### src/rtl/cpu_ctrl_fsm.sv
// Multicycle control sequencer: steps each instruction FETCH->DECODE->EXEC/MEM->WB and drives datapath selects/strobes.
// Latency: LW 5, SW/R/ADDI 4, BEQ/J 3 cycles with memory ready; outputs decode from the state register (pc_we/ir_we qualified).
// Backpressure: FETCH, MEMRD and MEMWR hold with requests asserted until mem_ready; enable only gates instruction start.
module cpu_ctrl_fsm #(
    parameter int CNT_W = 32
) (
    input  logic             clk,
    input  logic             clear,
    input  logic             enable,
    input  logic [5:0]       opcode,
    input  logic             zero,
    input  logic             mem_ready,
    output logic             pc_we,
    output logic             ir_we,
    output logic             mem_rd,
    output logic             mem_wr,
    output logic             iord,
    output logic             reg_we,
    output logic             reg_dst,
    output logic             mem_to_reg,
    output logic             alu_src_a,
    output logic [1:0]       alu_src_b,
    output logic [1:0]       alu_op,
    output logic [1:0]       pc_src,
    output logic [3:0]       state,
    output logic             halted,
    output logic             trap,
    output logic [CNT_W-1:0] retired
);

    typedef enum logic [3:0] {
        S_IDLE   = 4'd0,
        S_FETCH  = 4'd1,
        S_DECODE = 4'd2,
        S_MEMADR = 4'd3,
        S_MEMRD  = 4'd4,
        S_MEMWB  = 4'd5,
        S_MEMWR  = 4'd6,
        S_EXEC   = 4'd7,
        S_ALUWB  = 4'd8,
        S_BRANCH = 4'd9,
        S_ADDIEX = 4'd10,
        S_ADDIWB = 4'd11,
        S_JUMP   = 4'd12,
        S_HALT   = 4'd13,
        S_TRAP   = 4'd14
    } state_t;

    localparam logic [5:0] OP_RTYPE = 6'b000000;
    localparam logic [5:0] OP_LW    = 6'b100011;
    localparam logic [5:0] OP_SW    = 6'b101011;
    localparam logic [5:0] OP_BEQ   = 6'b000100;
    localparam logic [5:0] OP_ADDI  = 6'b001000;
    localparam logic [5:0] OP_J     = 6'b000010;
    localparam logic [5:0] OP_HALT  = 6'b111111;

    localparam logic [CNT_W-1:0] CNT_ONE = {{(CNT_W-1){1'b0}}, 1'b1};

    state_t           r_state;
    logic [CNT_W-1:0] r_retired;
    logic             w_end_instr;
    state_t           w_after_instr;

    // MEMWR retires only on the cycle the write is accepted.
    always_comb begin
        w_end_instr = 1'b0;
        case (r_state)
            S_MEMWB, S_ALUWB, S_BRANCH, S_ADDIWB, S_JUMP: w_end_instr = 1'b1;
            S_MEMWR:                                      w_end_instr = mem_ready;
            default:                                      w_end_instr = 1'b0;
        endcase
        w_after_instr = enable ? S_FETCH : S_IDLE;
    end

    always_ff @(posedge clk or negedge clear) begin
        if (!clear) begin
            r_state   <= S_IDLE;
            r_retired <= '0;
        end else begin
            if (w_end_instr) begin
                r_retired <= r_retired + CNT_ONE;
            end
            case (r_state)
                S_IDLE:   r_state <= enable ? S_FETCH : S_IDLE;
                S_FETCH:  r_state <= mem_ready ? S_DECODE : S_FETCH;
                S_DECODE: begin
                    case (opcode)
                        OP_RTYPE:      r_state <= S_EXEC;
                        OP_LW, OP_SW:  r_state <= S_MEMADR;
                        OP_BEQ:        r_state <= S_BRANCH;
                        OP_ADDI:       r_state <= S_ADDIEX;
                        OP_J:          r_state <= S_JUMP;
                        OP_HALT:       r_state <= S_HALT;
                        default:       r_state <= S_TRAP;
                    endcase
                end
                S_MEMADR: r_state <= (opcode == OP_LW) ? S_MEMRD : S_MEMWR;
                S_MEMRD:  r_state <= mem_ready ? S_MEMWB : S_MEMRD;
                S_MEMWR:  r_state <= mem_ready ? w_after_instr : S_MEMWR;
                S_EXEC:   r_state <= S_ALUWB;
                S_ADDIEX: r_state <= S_ADDIWB;
                S_MEMWB, S_ALUWB, S_BRANCH, S_ADDIWB, S_JUMP:
                          r_state <= w_after_instr;
                S_HALT:   r_state <= S_HALT;
                S_TRAP:   r_state <= S_TRAP;
                default:  r_state <= S_IDLE;
            endcase
        end
    end

    always_comb begin
        pc_we      = 1'b0;
        ir_we      = 1'b0;
        mem_rd     = 1'b0;
        mem_wr     = 1'b0;
        iord       = 1'b0;
        reg_we     = 1'b0;
        reg_dst    = 1'b0;
        mem_to_reg = 1'b0;
        alu_src_a  = 1'b0;
        alu_src_b  = 2'b00;
        alu_op     = 2'b00;
        pc_src     = 2'b00;
        halted     = 1'b0;
        trap       = 1'b0;
        case (r_state)
            S_FETCH: begin
                mem_rd    = 1'b1;
                alu_src_b = 2'b01;
                ir_we     = mem_ready;
                pc_we     = mem_ready;
            end
            S_DECODE: alu_src_b = 2'b11;
            S_MEMADR: begin
                alu_src_a = 1'b1;
                alu_src_b = 2'b10;
            end
            S_MEMRD: begin
                mem_rd = 1'b1;
                iord   = 1'b1;
            end
            S_MEMWB: begin
                reg_we     = 1'b1;
                mem_to_reg = 1'b1;
            end
            S_MEMWR: begin
                mem_wr = 1'b1;
                iord   = 1'b1;
            end
            S_EXEC: begin
                alu_src_a = 1'b1;
                alu_op    = 2'b10;
            end
            S_ALUWB: begin
                reg_we  = 1'b1;
                reg_dst = 1'b1;
            end
            S_BRANCH: begin
                alu_src_a = 1'b1;
                alu_op    = 2'b01;
                pc_src    = 2'b01;
                pc_we     = zero;
            end
            S_ADDIEX: begin
                alu_src_a = 1'b1;
                alu_src_b = 2'b10;
            end
            S_ADDIWB: reg_we = 1'b1;
            S_JUMP: begin
                pc_src = 2'b10;
                pc_we  = 1'b1;
            end
            S_HALT: halted = 1'b1;
            S_TRAP: trap   = 1'b1;
            default: ;
        endcase
    end

    assign state   = r_state;
    assign retired = r_retired;

endmodule

### config.mk
export PLATFORM = sky130hd
export DESIGN_NAME = cpu_ctrl_fsm
export DESIGN_NICKNAME = d
export VERILOG_FILES = /design/src/rtl/cpu_ctrl_fsm.sv
export SDC_FILE = /design/constraint.sdc
export NUM_CORES = 1
export LEC_CHECK = 0
export ABC_AREA = 0
export ABC_CLOCK_PERIOD_IN_PS = 1900
export BUFFER_PORTS_ARGS = -buffer_cell sky130_fd_sc_hd__buf_4
export CAP_MARGIN = 20
export CELL_PAD_IN_SITES_DETAIL_PLACEMENT = 2
export CELL_PAD_IN_SITES_GLOBAL_PLACEMENT = 2
export CORE_MARGIN = 2
export CORE_UTILIZATION = 27
export DETAILED_ROUTE_END_ITERATION = 6
export GPL_TIMING_DRIVEN = 0
export HOLD_SLACK_MARGIN = 0.02
export PLACE_DENSITY_LB_ADDON = 0.1
export RECOVER_POWER = 100
export SETUP_SLACK_MARGIN = 0.1
export SKIP_CTS_REPAIR_TIMING = 1
export SYNTH_ARGS = -nofsm -noshare
export SYNTH_HDL_FRONTEND = slang
export SYNTH_SLANG_ARGS = --single-unit
### constraint.sdc
create_clock -name clk -period 1.9 [get_ports clk]
set_input_delay 0.38 -clock clk [delete_from_list [all_inputs] [get_ports clk]]
set_output_delay 0.38 -clock clk [all_outputs]
set_load 0.02 [all_outputs]
Word level (Yosys, flattened, before mapping)
Index checks and enable logic that the tools add are counted.
{"block": "word_totals", "elab_cells": 55, "out_inout_bits": 53, "regBits": 36}
{"block": "op_classes", "n_addsub": 1, "reduce_logical": 10, "n_mux": 22, "eq_ne": 20}
{"operator": "$pmux W4 S10", "n": 1}
{"operator": "$add A32 B1 Y32 const B", "n": 1}
{"operator": "$eq A4 B4 Y1 const B", "n": 7}
{"operator": "$pmux W4 S6", "n": 1}
{"operator": "$eq A6 B6 Y1 const B", "n": 3}
{"operator": "$eq A4 B3 Y1 const B", "n": 4}
{"operator": "$mux W1", "n": 12}
{"operator": "$eq A4 B2 Y1 const B", "n": 2}
{"operator": "$pmux W2 S2", "n": 2}
{"operator": "$reduce_or A2 Y1", "n": 4}
{"operator": "$eq A6 B2 Y1 const B", "n": 1}
{"operator": "$eq A6 B3 Y1 const B", "n": 1}
{"operator": "$eq A6 B4 Y1 const B", "n": 1}
{"operator": "$logic_not A6 Y1", "n": 1}
{"operator": "$pmux W2 S3", "n": 1}
{"operator": "$reduce_or A6 Y1", "n": 1}
{"operator": "$reduce_or A5 Y1", "n": 1}
{"operator": "$eq A4 B1 Y1 const B", "n": 1}
{"operator": "$logic_not A4 Y1", "n": 1}
{"operator": "$mux W2", "n": 2}
{"operator": "$reduce_or A4 Y1", "n": 1}
{"operator": "$mux W3", "n": 1}
{"operator": "$pmux W1 S3", "n": 1}
{"operator": "$reduce_or A3 Y1", "n": 1}
{"operator": "$pmux W1 S2", "n": 1}

Logic depth before layout (Yosys ltp)
Gate-level depths: netlist of the first run.
{"block": "depth", "depth_word": 4, "depth_mapped": 7, "depth_no_buf": 5}

Worst setup path before layout of the first run
No wires, ideal clock.
{"block": "synth_path", "kind": "register -> output", "startpoint": "register r_state[1], in the netlist state[1]", "endpoint": "output port pc_we", "stages_incl_launch_ff": 5, "arrival_time_ns": 1.930, "slack_ns": -0.410, "required_time_ns": 1.520, "n_path_buf": 1, "cell_sequence": "dfrtp_1 -> clkbuf_1 -> nand2b_1 -> nor4_1 -> a211o_1"}
{"block": "synth_via", "elab_chain_cells": 2}
{"element": "start: declaration", "line_no": "59", "source": "state_t r_state;"}
{"element": "start signal: assignment", "line_no": "84", "source": "S_IDLE: r_state <= enable ? S_FETCH : S_IDLE;"}
{"element": "start signal: assignment", "line_no": "85", "source": "S_FETCH: r_state <= mem_ready ? S_DECODE : S_FETCH;"}
{"element": "start signal: assignment", "line_no": "97", "source": "S_MEMADR: r_state <= (opcode == OP_LW) ? S_MEMRD : S_MEMWR;"}
{"element": "$eq A4 B4 Y1 / $eq A4 B1 Y1 (equally long branches)", "line_no": "126", "source": "case (r_state)"}
{"element": "$pmux W1 S3 *", "line_no": "126"}
{"element": "end: declaration", "line_no": "13", "source": "output logic pc_we,"}
Mark *: on every way between the ends. The rest lies on a longest branch, timed or not.

Final worst setup path of the first run
Same ends and word-level chain as after synthesis.

==> results.cfg, run 1 <==
[outcome]
outcome = finished, violations left
violations = negative setup slack

[sta]
setup_tns_ps = -630
relSlewSlack = 0.350
skew_ps = 11.7
hold_slack_ps = 228
period_needed_ps = 2040
setup_violations = 21
hold_viol = 0
slew_violations = 0
finalCritPeriodShare = 1.07
rsz0062_at_grt = yes
tightest_slew_ps = 975
fmax_ghz = 0.491
fin_ws_ps = -136

[synthesis]
synth_seq_cells = 36
yosysTopAreaCellShare = 0.440
ys_top_cells_by_area = dfrtp_1, xnor2_1, xor2_1
synthesis.nets = 225
synth_warnings = 0
syn_inst = 213
avgSynthCellArea_um2 = 9.62
synth-edff-count = 0
yosys.area.top_type = dfrtp_1
ys_types = 45
async_reset_ff_frac = 1.00
yosysSeqAreaShare = 0.440
synth.cell_area_um2 = 2050
ys.flop_type = dfrtp_1

[detailed_routing]
wl_per_cell_um = 19.8
ant_nets = 0
via_per_inst = 5.02
routed_wl_um = 8210
dr.pass1.iters = 4
vias = 2084
route.detailed.drc = 0
drtIter0Drc = 64

[die]
fp-row-count = 31
pin_count = 64
start_util = 0.281
dieArea_um2 = 8300
dieHeight_um = 91.1
die_w_um = 91.1
core_area_um2 = 7290

[cells_and_area]
antenna_cells = 0
final_cell_mix = buf_4, dfrtp_1, buf_6
layout.cells.non_filler = 415
area_growth_pct = 76.9
drive_gt1_frac = 0.519
nNetsFinal = 327
final_util = 0.497
final_common_cell = buf_4
stdcell_area_um2 = 3620

[power]
p_leak_nw = 1.54
power.density_nw_per_um2 = 1200
switching_share = 0.411
p_switching_mw = 1.79
comb_power_share = 0.595
fin_total_pwr_mw = 4.35
power_frac_seq = 0.228
vdd_drop_max_v = 0.000764
internal_power_mw = 2.57
clkPwrFrac = 0.177

[clock_network]
clk_latency_ps = 300
cts_tree = yes
cts_root_buf = clkbuf_8
cts_buffers = 5
numClockSinks = 36
cts_buffer_depth = 2
cts.clk_slew.worst_paths_ps = 80
h-tree-depth = 2

[place]
dp_cells = 375
dp_slack_ps = -273
gp_congestion = 0.731
placed_area_um2 = 2780
hpwlAfterDp_um = 4660
portBuffers = 63

[global_routing]
grt_pass1_vias = 2067
grt_pass1_wl_um = 11000
grt_max_degree = 37
antenna_found_initial = 0
grt_usage = 0.162
overflow = 0

[setup_path]
crit_fanout = 5
max_stage_delay_ps = 440
crit_path_start_kind = register
worst-path-buf-inv = 2
critPathCaptureType = primary output
path_class = reg -> out
crit_path_top_delay_cell = dfrtp_2
worstPathCellList = buf_8 -> nand2b_4 -> nor4_4 -> a211o_1 -> buf_6
required_ps = 1520
cp_data_arrival_time_ps = 1660
critical_path.top_delay_family = simple AND/OR/NAND/NOR gates

[worst_hold_path]
hold_path.class = in -> async

[flow_run]
max-cap-violations = 0
## routing by layer
metal  global-route usage  share of wire  vias up  wire length, um
li1                     -              -      968                -
met1                0.224           0.44     1054             3610
met2                0.262           0.51       53             4210
met3               0.0357          0.038        9              308
met4               0.0303         0.0096        0               79
met5                    0              0        -                0
## flip-flops by register name, indices dropped and copies added (netlist names)
name	flops
retired	32
state	4
## layout make-up
class | count | area [um2]
timing repair buffer | 95 | 777
buffer | 10 | 143
fill | 779 | 3670
multi-input combinational | 161 | 1520
sequential | 36 | 908
clock buffer | 7 | 96.3
inverter | 6 | 22.5
tap | 99 | 124
clock inverter | 1 | 30.0
## worst register-to-register path: cells and delay by family, from the launching register on
kind,cells,cell delay (ps)
and+or+nand+nor,2,290
DFF,1,430
xor gates and xnor gates,1,200
AOI/OAI and AO/OA,2,660
buffers and inverters,2,320
## final timing paths
path	start	to	slack (ps)	cells past startpoint
worst max-delay path	state[1]$_DFF_PN0_	pc_we	-140	5
worst max register to register	state[0]$_DFF_PN0_	retired[31]$_DFFE_PN0P_	-90	7
max in group asynchronous	clear	state[1]$_DFF_PN0_	1000	1
min in group clk	enable	state[0]$_DFF_PN0_	430	3
worst min register to register	retired[31]$_DFFE_PN0P_	retired[31]$_DFFE_PN0P_	490	1
worst min-delay path	clear	retired[13]$_DFFE_PN0P_	230	1
## cells by family (layout without fill, tap and decap cells)
family,Yosys count,after routing,share of synthesized area
xor gates and xnor gates,34,34,0.145
adders and majority gates,1,1,0.00611
and+or+nand+nor,93,93,0.243
buffers and inverters,16,119,0.0391
muxes,1,1,0.00550
AOI/OAI and AO/OA,32,32,0.121
DFF,36,36,0.440
## cell usage after synthesis (3+ instances only)
cell type	instances
o21ai_0	4
nor3_1	8
nor4_1	5
and3_1	3
xor2_1	14
inv_1	6
clkbuf_1	5
nand3_1	11
a21oi_1	5
nand4_1	10
xnor2_1	20
dfrtp_1	36
nand2b_1	3
nor2_1	21
o22ai_1	4
nand2_1	17
and4_1	4
## power groups by stage
stage               sequential [mW]  combinational (mW)  clock, mW
floorplan                      1.09               0.962          0
global placement               1.01                1.63          0
detailed placement             1.01                1.64          0
CTS                           0.993                1.65      0.768
global route                   1.01                2.73      0.810
finish                        0.992                2.59      0.770
Power figures use the tool's default switching activity.
==> run 2: changes to the inputs <==
MAX_ROUTING_LAYER = met4   (was unset)
==> results.cfg, run 2 (synthesis results as in run 1) <==
[clock_network]
h-tree-depth = 2
cts.clk_slew.worst_paths_ps = 80
cts_tree = yes
cts_buffer_depth = 2
clk_latency_ps = 300
cts_buffers = 5
cts_root_buf = clkbuf_8
numClockSinks = 36

[sta]
finalCritPeriodShare = 1.06
fin_ws_ps = -113
setup_violations = 25
fmax_ghz = 0.497
slew_violations = 0
hold_slack_ps = 226
rsz0062_at_grt = yes
tightest_slew_ps = 983
skew_ps = 4.84
hold_viol = 0
period_needed_ps = 2010
relSlewSlack = 0.344

[global_routing]
antenna_found_initial = 0
grt_pass1_wl_um = 11000
overflow = 0
grt_usage = 0.167
grt_pass1_vias = 2069
grt_max_degree = 37

[worst_hold_path]
hold_path.class = in -> async

[power]
switching_share = 0.414
p_leak_nw = 1.54
power.density_nw_per_um2 = 1200
internal_power_mw = 2.55
p_switching_mw = 1.81
vdd_drop_max_v = 0.000740
clkPwrFrac = 0.179
power_frac_seq = 0.230
comb_power_share = 0.591

[place]
portBuffers = 63
dp_slack_ps = -273
hpwlAfterDp_um = 4660
gp_congestion = 0.740

[cells_and_area]
largest_reg_flops = 32
area_growth_pct = 76.7
nFillCells = 767
antenna_cells = 0
drive_gt1_frac = 0.521
nNetsFinal = 326
final_cell_mix = buf_4, dfrtp_1, buf_6
final_common_cell = buf_4

[die]
die_w_um = 91.1
pin_count = 64
start_util = 0.281
dieArea_um2 = 8300
fp-row-count = 31
core_area_um2 = 7290
dieHeight_um = 91.1

[setup_path]
reg2regPathDepth = 7
crit_fanout = 6
required_ps = 2090
critPathCaptureType = register
path_class = reg -> reg
cp_data_arrival_time_ps = 2200
crit_path_start_kind = register

[detailed_routing]
routed_wl_um = 8220
drtIter0Drc = 40
dr.pass1.iters = 3
route.detailed.drc = 0
ant_nets = 0
via_per_inst = 5.08
vias = 2103
wl_per_cell_um = 19.9

[flow_run]
max-cap-violations = 0

[outcome]
outcome = finished, violations left
violations = negative setup slack
[run 2: changes by cell type in the layout (fill, tap and decap cells not counted), sizes merged]
cell    change
clkbuf      -1
[run 2: worst paths after layout]
path	to	slack [ps]	startpoint
worst min register to register	retired[31]$_DFFE_PN0P_	470	retired[31]$_DFFE_PN0P_
max in group asynchronous	state[3]$_DFF_PN0_	1000	clear
worst min-delay path	retired[13]$_DFFE_PN0P_	230	clear
worst max-delay path	retired[31]$_DFFE_PN0P_	-110	state[0]$_DFF_PN0_
min in group clk	retired[31]$_DFFE_PN0P_	470	retired[31]$_DFFE_PN0P_
worst max register to register	retired[31]$_DFFE_PN0P_	-110	state[0]$_DFF_PN0_
[run 2: cell type report]
type | count | area, um2 | share of cell area
buffer | 10 | 143 | 0.0394
clock buffer | 7 | 96.3 | 0.0266
clock inverter | 1 | 30.0 | 0.00830
inverter | 6 | 22.5 | 0.00622
multi-input combinational | 161 | 1520 | 0.421
sequential | 36 | 908 | 0.251
tap | 99 | 124 | 0.0342
timing repair buffer | 94 | 773 | 0.214
[run 2: routing by layer]
metal,GRT usage,share of wire,vias up
met2,0.263,0.52,47
li1,-,-,965
met5,-,0,-
met1,0.225,0.43,1080
met4,0.0303,0.011,0
met3,0.0340,0.037,11
[run 2: per-stage QoR]
stage | instance area (um2) | instances | setup TNS [ps] | util | total power [mW]
after floorplan | 2180 | 213 | 0 | - | 2.05
after global placement | 2780 | 375 | -2980 | 0.381 | 2.63
after detailed placement | 2780 | 375 | -3160 | 0.381 | 2.65
after CTS | 2900 | 383 | -6930 | 0.398 | 3.41
after global routing | 3620 | 414 | -3240 | 0.496 | 4.56
final | 3620 | 414 | -736 | 0.496 | 4.36
[run 2: worst max-delay path, cell delays in order (launching register included)]
cell	delay (ps)
dfrtp_2	430
buf_8	140
nand2b_4	150
o32a_4	400
a211oi_4	260
buf_6	190
nand4_1	150
xnor2_1	160
[run 2: power by group through the flow]
stage	Clock, mW	Sequential [mW]	Combinational, mW
final	0.781	1.00	2.58
after global routing	0.825	1.02	2.72
after CTS	0.768	0.993	1.65
after detailed placement	0	1.01	1.64
after global placement	0	1.01	1.63
after floorplan	0	1.09	0.962
